[src/rtl/debug_instr_loader_pkg.sv]
`default_nettype none
// ============================================================================
// debug_instr_loader_pkg
// Host command opcodes, loader FSM states and default timeout.
// Rev 1.0
// ============================================================================
package debug_instr_loader_pkg;

    localparam logic [7:0] CMD_LOAD    = 8'h01;
    localparam logic [7:0] CMD_STEP    = 8'h02;
    localparam logic [7:0] CMD_RUN     = 8'h03;
    localparam logic [7:0] CMD_HALT    = 8'h04;
    localparam logic [7:0] CMD_CLR_ERR = 8'h05;

    localparam int DEF_TIMEOUT_CYC = 1000000;

    typedef enum logic [1:0] {
        ST_IDLE   = 2'd0,
        ST_LEN_HI = 2'd1,
        ST_LEN_LO = 2'd2,
        ST_DATA   = 2'd3
    } ld_state_e;

endpackage
`default_nettype wire

[src/rtl/debug_instr_loader_timeout_cnt.sv]
`default_nettype none
// ============================================================================
// debug_instr_loader_timeout_cnt
// Idle-cycle counter; o_expired flags the TIMEOUT_CYC-th consecutive idle cycle.
// Rev 1.0
// ============================================================================
module debug_instr_loader_timeout_cnt #(
    parameter int TIMEOUT_CYC = 1000000,
    parameter int NB_TIMEOUT  = 20
) (
    input  logic i_clk,
    input  logic i_rst,
    input  logic i_clr,
    input  logic i_en,
    output logic o_expired
);

    logic [NB_TIMEOUT-1:0] r_cnt;
    logic                  w_expired;

    // Expiry is combinational so the FSM reacts in the same cycle the limit is hit.
    assign w_expired = i_en && !i_clr && (r_cnt == NB_TIMEOUT'(TIMEOUT_CYC - 1));
    assign o_expired = w_expired;

    always_ff @(posedge i_clk or negedge i_rst) begin
        if (!i_rst) begin
            r_cnt <= '0;
        end else if (i_clr || w_expired) begin
            r_cnt <= '0;
        end else if (i_en) begin
            r_cnt <= r_cnt + NB_TIMEOUT'(1);
        end
    end

endmodule
`default_nettype wire

[src/rtl/debug_instr_loader.sv]
`default_nettype none
// ============================================================================
// debug_instr_loader
// Decodes host byte commands and writes assembled words into the fetch RAM.
// Rev 1.0
// ============================================================================
module debug_instr_loader
    import debug_instr_loader_pkg::*;
#(
    parameter int NB_BITS     = 32,
    parameter int NB_BYTE     = 8,
    parameter int RAM_DEPTH   = 10,
    parameter int NB_WCNT     = 16,
    parameter int TIMEOUT_CYC = DEF_TIMEOUT_CYC,
    parameter int NB_TIMEOUT  = 20
) (
    input  logic                 i_clk,
    input  logic                 i_rst,
    input  logic [NB_BYTE-1:0]   i_rx_data,
    input  logic                 i_rx_valid,
    output logic [NB_BITS-1:0]   o_data_debug,
    output logic [RAM_DEPTH-1:0] o_addr_debug,
    output logic                 o_wren_debug,
    output logic                 o_debug,
    output logic                 o_step,
    output logic                 o_busy,
    output logic                 o_done,
    output logic                 o_error
);

    localparam int BYTES_PER_WORD = NB_BITS / NB_BYTE;
    localparam int NB_BCNT        = (BYTES_PER_WORD > 1) ? $clog2(BYTES_PER_WORD) : 1;

    ld_state_e              r_state,      w_state_nxt;
    logic [NB_WCNT-1:0]     r_wcnt,       w_wcnt_nxt;
    logic [NB_WCNT-1:0]     r_words_done, w_words_done_nxt;
    logic [RAM_DEPTH-1:0]   r_widx,       w_widx_nxt;
    logic [NB_BCNT-1:0]     r_bcnt,       w_bcnt_nxt;
    logic [NB_BITS-1:0]     r_shift,      w_shift_nxt;
    logic [NB_BITS-1:0]     r_data,       w_data_nxt;
    logic [RAM_DEPTH-1:0]   r_addr,       w_addr_nxt;
    logic                   r_wren,       w_wren_nxt;
    logic                   r_debug,      w_debug_nxt;
    logic                   r_step,       w_step_nxt;
    logic                   r_done,       w_done_nxt;
    logic                   r_error,      w_error_nxt;

    logic [NB_BITS-1:0]     w_word;
    logic [NB_WCNT-1:0]     w_len;
    logic [NB_WCNT-1:0]     w_words_inc;
    logic                   w_to_clr;
    logic                   w_to_en;
    logic                   w_expired;

    assign w_word      = {r_shift[NB_BITS-NB_BYTE-1:0], i_rx_data};
    assign w_len       = {r_wcnt[NB_WCNT-NB_BYTE-1:0], i_rx_data};
    assign w_words_inc = r_words_done + NB_WCNT'(1);

    assign w_to_clr = (r_state == ST_IDLE) || i_rx_valid;
    assign w_to_en  = !w_to_clr;

    debug_instr_loader_timeout_cnt #(
        .TIMEOUT_CYC (TIMEOUT_CYC),
        .NB_TIMEOUT  (NB_TIMEOUT)
    ) u_timeout (
        .i_clk     (i_clk),
        .i_rst     (i_rst),
        .i_clr     (w_to_clr),
        .i_en      (w_to_en),
        .o_expired (w_expired)
    );

    always_comb begin
        w_state_nxt      = r_state;
        w_wcnt_nxt       = r_wcnt;
        w_words_done_nxt = r_words_done;
        w_widx_nxt       = r_widx;
        w_bcnt_nxt       = r_bcnt;
        w_shift_nxt      = r_shift;
        w_data_nxt       = r_data;
        w_addr_nxt       = r_addr;
        w_wren_nxt       = 1'b0;
        w_debug_nxt      = r_debug;
        w_step_nxt       = 1'b0;
        w_done_nxt       = 1'b0;
        w_error_nxt      = r_error;

        case (r_state)
            ST_IDLE: begin
                if (i_rx_valid) begin
                    case (i_rx_data)
                        NB_BYTE'(CMD_LOAD): begin
                            w_state_nxt = ST_LEN_HI;
                            w_debug_nxt = 1'b1;
                        end
                        NB_BYTE'(CMD_STEP):    w_step_nxt  = r_debug;
                        NB_BYTE'(CMD_RUN):     w_debug_nxt = 1'b0;
                        NB_BYTE'(CMD_HALT):    w_debug_nxt = 1'b1;
                        NB_BYTE'(CMD_CLR_ERR): w_error_nxt = 1'b0;
                        default:               w_error_nxt = 1'b1;
                    endcase
                end
            end

            ST_LEN_HI: begin
                if (w_expired) begin
                    w_state_nxt = ST_IDLE;
                    w_error_nxt = 1'b1;
                end else if (i_rx_valid) begin
                    w_wcnt_nxt  = w_len;
                    w_state_nxt = ST_LEN_LO;
                end
            end

            ST_LEN_LO: begin
                if (w_expired) begin
                    w_state_nxt = ST_IDLE;
                    w_error_nxt = 1'b1;
                end else if (i_rx_valid) begin
                    w_wcnt_nxt       = w_len;
                    w_bcnt_nxt       = '0;
                    w_widx_nxt       = '0;
                    w_words_done_nxt = '0;
                    if (w_len == '0) begin
                        w_done_nxt  = 1'b1;
                        w_state_nxt = ST_IDLE;
                    end else begin
                        w_state_nxt = ST_DATA;
                    end
                end
            end

            ST_DATA: begin
                if (w_expired) begin
                    w_state_nxt = ST_IDLE;
                    w_error_nxt = 1'b1;
                    w_bcnt_nxt  = '0;
                end else if (i_rx_valid) begin
                    w_shift_nxt = w_word;
                    if (r_bcnt == NB_BCNT'(BYTES_PER_WORD - 1)) begin
                        w_bcnt_nxt       = '0;
                        w_wren_nxt       = 1'b1;
                        w_data_nxt       = w_word;
                        w_addr_nxt       = r_widx;
                        w_widx_nxt       = r_widx + RAM_DEPTH'(1);
                        w_words_done_nxt = w_words_inc;
                        if (w_words_inc == r_wcnt) begin
                            w_done_nxt  = 1'b1;
                            w_state_nxt = ST_IDLE;
                        end
                    end else begin
                        w_bcnt_nxt = r_bcnt + NB_BCNT'(1);
                    end
                end
            end

            default: w_state_nxt = ST_IDLE;
        endcase
    end

    always_ff @(posedge i_clk or negedge i_rst) begin
        if (!i_rst) begin
            r_state      <= ST_IDLE;
            r_wcnt       <= '0;
            r_words_done <= '0;
            r_widx       <= '0;
            r_bcnt       <= '0;
            r_shift      <= '0;
            r_data       <= '0;
            r_addr       <= '0;
            r_wren       <= 1'b0;
            r_debug      <= 1'b1;
            r_step       <= 1'b0;
            r_done       <= 1'b0;
            r_error      <= 1'b0;
        end else begin
            r_state      <= w_state_nxt;
            r_wcnt       <= w_wcnt_nxt;
            r_words_done <= w_words_done_nxt;
            r_widx       <= w_widx_nxt;
            r_bcnt       <= w_bcnt_nxt;
            r_shift      <= w_shift_nxt;
            r_data       <= w_data_nxt;
            r_addr       <= w_addr_nxt;
            r_wren       <= w_wren_nxt;
            r_debug      <= w_debug_nxt;
            r_step       <= w_step_nxt;
            r_done       <= w_done_nxt;
            r_error      <= w_error_nxt;
        end
    end

    assign o_data_debug = r_data;
    assign o_addr_debug = r_addr;
    assign o_wren_debug = r_wren;
    assign o_debug      = r_debug;
    assign o_step       = r_step;
    assign o_busy       = (r_state != ST_IDLE);
    assign o_done       = r_done;
    assign o_error      = r_error;

endmodule
`default_nettype wire

[config.mk]
export PLATFORM = sky130hd
export DESIGN_NAME = debug_instr_loader
export DESIGN_NICKNAME = d
export VERILOG_FILES = /design/src/rtl/debug_instr_loader_pkg.sv /design/src/rtl/debug_instr_loader_timeout_cnt.sv /design/src/rtl/debug_instr_loader.sv
export SDC_FILE = /design/constraint.sdc
export NUM_CORES = 1
export LEC_CHECK = 0
export ABC_AREA = 1
export ABC_CLOCK_PERIOD_IN_PS = 4100
export CORE_ASPECT_RATIO = 1.1
export CORE_MARGIN = 5
export CORE_UTILIZATION = 55
export CTS_BUF_LIST = sky130_fd_sc_hd__clkbuf_4 sky130_fd_sc_hd__clkbuf_8
export DETAILED_ROUTE_END_ITERATION = 10
export PLACE_DENSITY = 0.77
export SLEW_MARGIN = 25
export SYNTH_ARGS = -nofsm -noshare
export SYNTH_HDL_FRONTEND = slang
export SYNTH_SLANG_ARGS = --single-unit
[constraint.sdc]
create_clock -name i_clk -period 4.1 [get_ports i_clk]
set_clock_uncertainty 0.1 [all_clocks]
set_input_delay 0.41 -clock i_clk [delete_from_list [all_inputs] [get_ports i_clk]]
set_output_delay 0.41 -clock i_clk [all_outputs]
set_load 0.03 [all_outputs]
==> impl_metrics.tcl <==
set metrics [dict create \
    outcome "completed" \
    min_period_ns 2.51 \
    async_reset_ff_frac 1.00 \
    hold_viol 0 \
    antenna_found_initial 0 \
    overflow 0 \
    routed_wl_um 15400 \
    rsz0062_at_grt "no" \
    synth_area_per_cell_sq_um 8.18 \
    cts_max_level 4 \
    leakage_nw 3.50 \
    synth_most_common_cell "nand2_1" \
    ys.flop_type "dfrtp_1" \
    synth-edff-count 0 \
    clock_sinks 137 \
    grt_most_used_layer "met2" \
    drt_iter0_markers 417 \
    synth_area_sq_mm 0.00648 \
    tns_ns 0 \
    grt_max_degree 72 \
    cap_violations 0 \
    end_kind "primary output" \
    dieArea_sq_mm 0.0141 \
    hpwlAfterDp_um 11300 \
    synth_seq_cells 137 \
    numCtsBuffers 17 \
    postCtsSetupRepairBufs 0 \
    rows 41 \
    antenna_cells 0 \
    worst-path-max-fanout 5 \
    power_mw 4.51 \
    vias 5500 \
    worstMarginPinSlew_ns 0.823 \
    viasPerCell 5.40 \
    ys_seq_area_frac 0.529 \
    final_util 0.667 \
    critPathRequiredTime_ns 3.59 \
    io_pins 59 \
    die_w_um 114 \
    fin_crit_sh 0.612 \
    dpl.cell_count 986 \
    clockRootBuffer "clkbuf_8" \
    place.gp.congestion 0.907 \
    globalRouteTotalUtil 0.233 \
    first_pass_iters 5 \
    grtUsageMet1 0.305 \
    worst_hold_slack_ns 0.364 \
    relSlewSlack 0.450 \
    setup_viol 0 \
    synth.area.top_cells "dfrtp_1 (52%), nand2_1 (12%), o21ai_0 (7.6%)" \
    power_density_mw_per_mm2 589 \
    worstSetupPathType "register to primary output" \
    grt_pass1_vias 5432 \
    synth_cells 792 \
    cp-start-kind "register" \
    wl_per_cell_um 15.1 \
    ys_types 36 \
    crit_arrival_ns 2.00 \
    drive_above_1_share 0.0702 \
    cts_buffer_depth 2 \
    max_freq_ghz 0.399 \
    area_delta_synth_final_pct 18.2 \
    fin_nets 876 \
    yosysWarnings 0 \
    clkTransAtPathRegs_ns 0.08 \
    cts_tree "built" \
    start_util 0.564 \
    layout.cells.non_filler 1019 \
    globalRouteMet2Util 0.380 \
    ys_top_cells_by_count "nand2_1 (206), dfrtp_1 (136), inv_1 (99)" \
    die_y_um 124 \
    min_path_type "register to register" \
    slew_viol_final 0 \
    yosysTopAreaCellShare 0.525 \
    io_buffers 58 \
    core_sq_mm 0.0115 \
    drc_errors 0 \
    grt_use_met3 0.0491 \
    ant_nets 0 \
    ir_drop_mv 0.435 \
    clk_latency_ns 0.44 \
    grt_pass1_wl_um 25900 \
    yosysTopAreaCell "dfrtp_1" \
    syn-num-nets 812 \
]
-- through the flow --
stage,cell area (sq um),worst slack (ns)
after floorplan,6480,2.10
after global placement,7220,1.45
after detailed placement,7220,1.35
after CTS,7660,1.57
after global routing,7660,1.50
final,7660,1.59
-- cell type report --
class	count	area (sq um)
tap	150	188
multi-input combinational	532	2590
clock buffer	20	263
inverter	102	383
sequential	137	3430
timing repair buffer	66	644
clock inverter	12	166
fill	967	3830
-- state kept, by name, indices dropped and copies added (netlist names), 2 cells and up --
signal	flops
r_bcnt	2
r_shift	24
u_timeout.r_cnt	20
o_addr_debug	10
o_data_debug	32
r_words_done	16
r_state	2
r_widx	10
r_wcnt	16
-- layout by cell type (no fill, tap or decap), types with 3 or more instances in the layout --
cell	Yosys	layout
nand2_1	206	206
dfrtp_1	136	136
inv_1	99	99
o21ai_0	98	98
nor2_1	59	59
clkdlybuf4s50_1	0	57
nand3_1	51	51
nand4_1	25	25
a21oi_1	18	18
clkbuf_8	0	18
nor3_1	13	13
ha_1	9	9
buf_4	1	7
o21a_1	6	6
nor2_2	5	5
nand2_2	5	5
o22ai_1	5	5
xor2_1	4	4
a211oi_1	4	4
clkinvlp_4	0	4
nor2_4	3	3
nand3b_1	3	3
inv_2	2	3
o21bai_1	3	3
bufinv_16	0	3
-- routing by layer --
metal | part of all wire | vias to the layer above
li1 | - | 2708
met1 | 0.45 | 2642
met2 | 0.49 | 124
met3 | 0.039 | 26
met4 | 0.027 | 0
met5 | 0 | -
-- critical path, stage by stage (launching register included) --
cell and delay, ns:
dfrtp_1 0.41, inv_1 0.10, ha_1 0.26, inv_1 0.12
clkdlybuf4s50_1 0.68
-- where the power goes --
part / switching [mW] / internal (mW) / leakage [nW]
Clock: 0.541 / 0.640 / 0.205
Sequential: 0.279 / 1.67 / 1.85
Combinational: 0.874 / 0.505 / 1.44
Total: 1.69 / 2.82 / 3.50
-- repair_timing --
action	CTS	global route
gates resized for setup	0	0
hold buffers	1	0
hold endpoints to repair	69	0
-- logic make-up after synthesis --
group,count (synthesis),share of synthesized area
adder cells (fa/ha/maj),9,0.0174
AO/OA/AOI/OAI,139,0.115
XOR/XNOR,7,0.0116
buffers and inverters,123,0.0718
flip-flops,137,0.529
AND/OR/NAND/NOR,377,0.255
-- final timing paths --
| check | start | to | slack, ns | depth (start not counted) |
|---|---|---|---|---|
| max in group asynchronous | i_rst | o_debug | 2.51 | 3 |
| max | r_state[0] | o_busy | 1.59 | 4 |
| max reg2reg | r_state[0] | r_widx[8] | 1.72 | 12 |
| min | u_timeout.r_cnt[0] | u_timeout.r_cnt[0] | 0.36 | 1 |
| min reg2reg | u_timeout.r_cnt[0] | u_timeout.r_cnt[0] | 0.36 | 1 |
| min in group asynchronous | i_rst | o_data_debug[27] | 0.42 | 2 |
No activity file was read; power rests on OpenSTA's default activity.
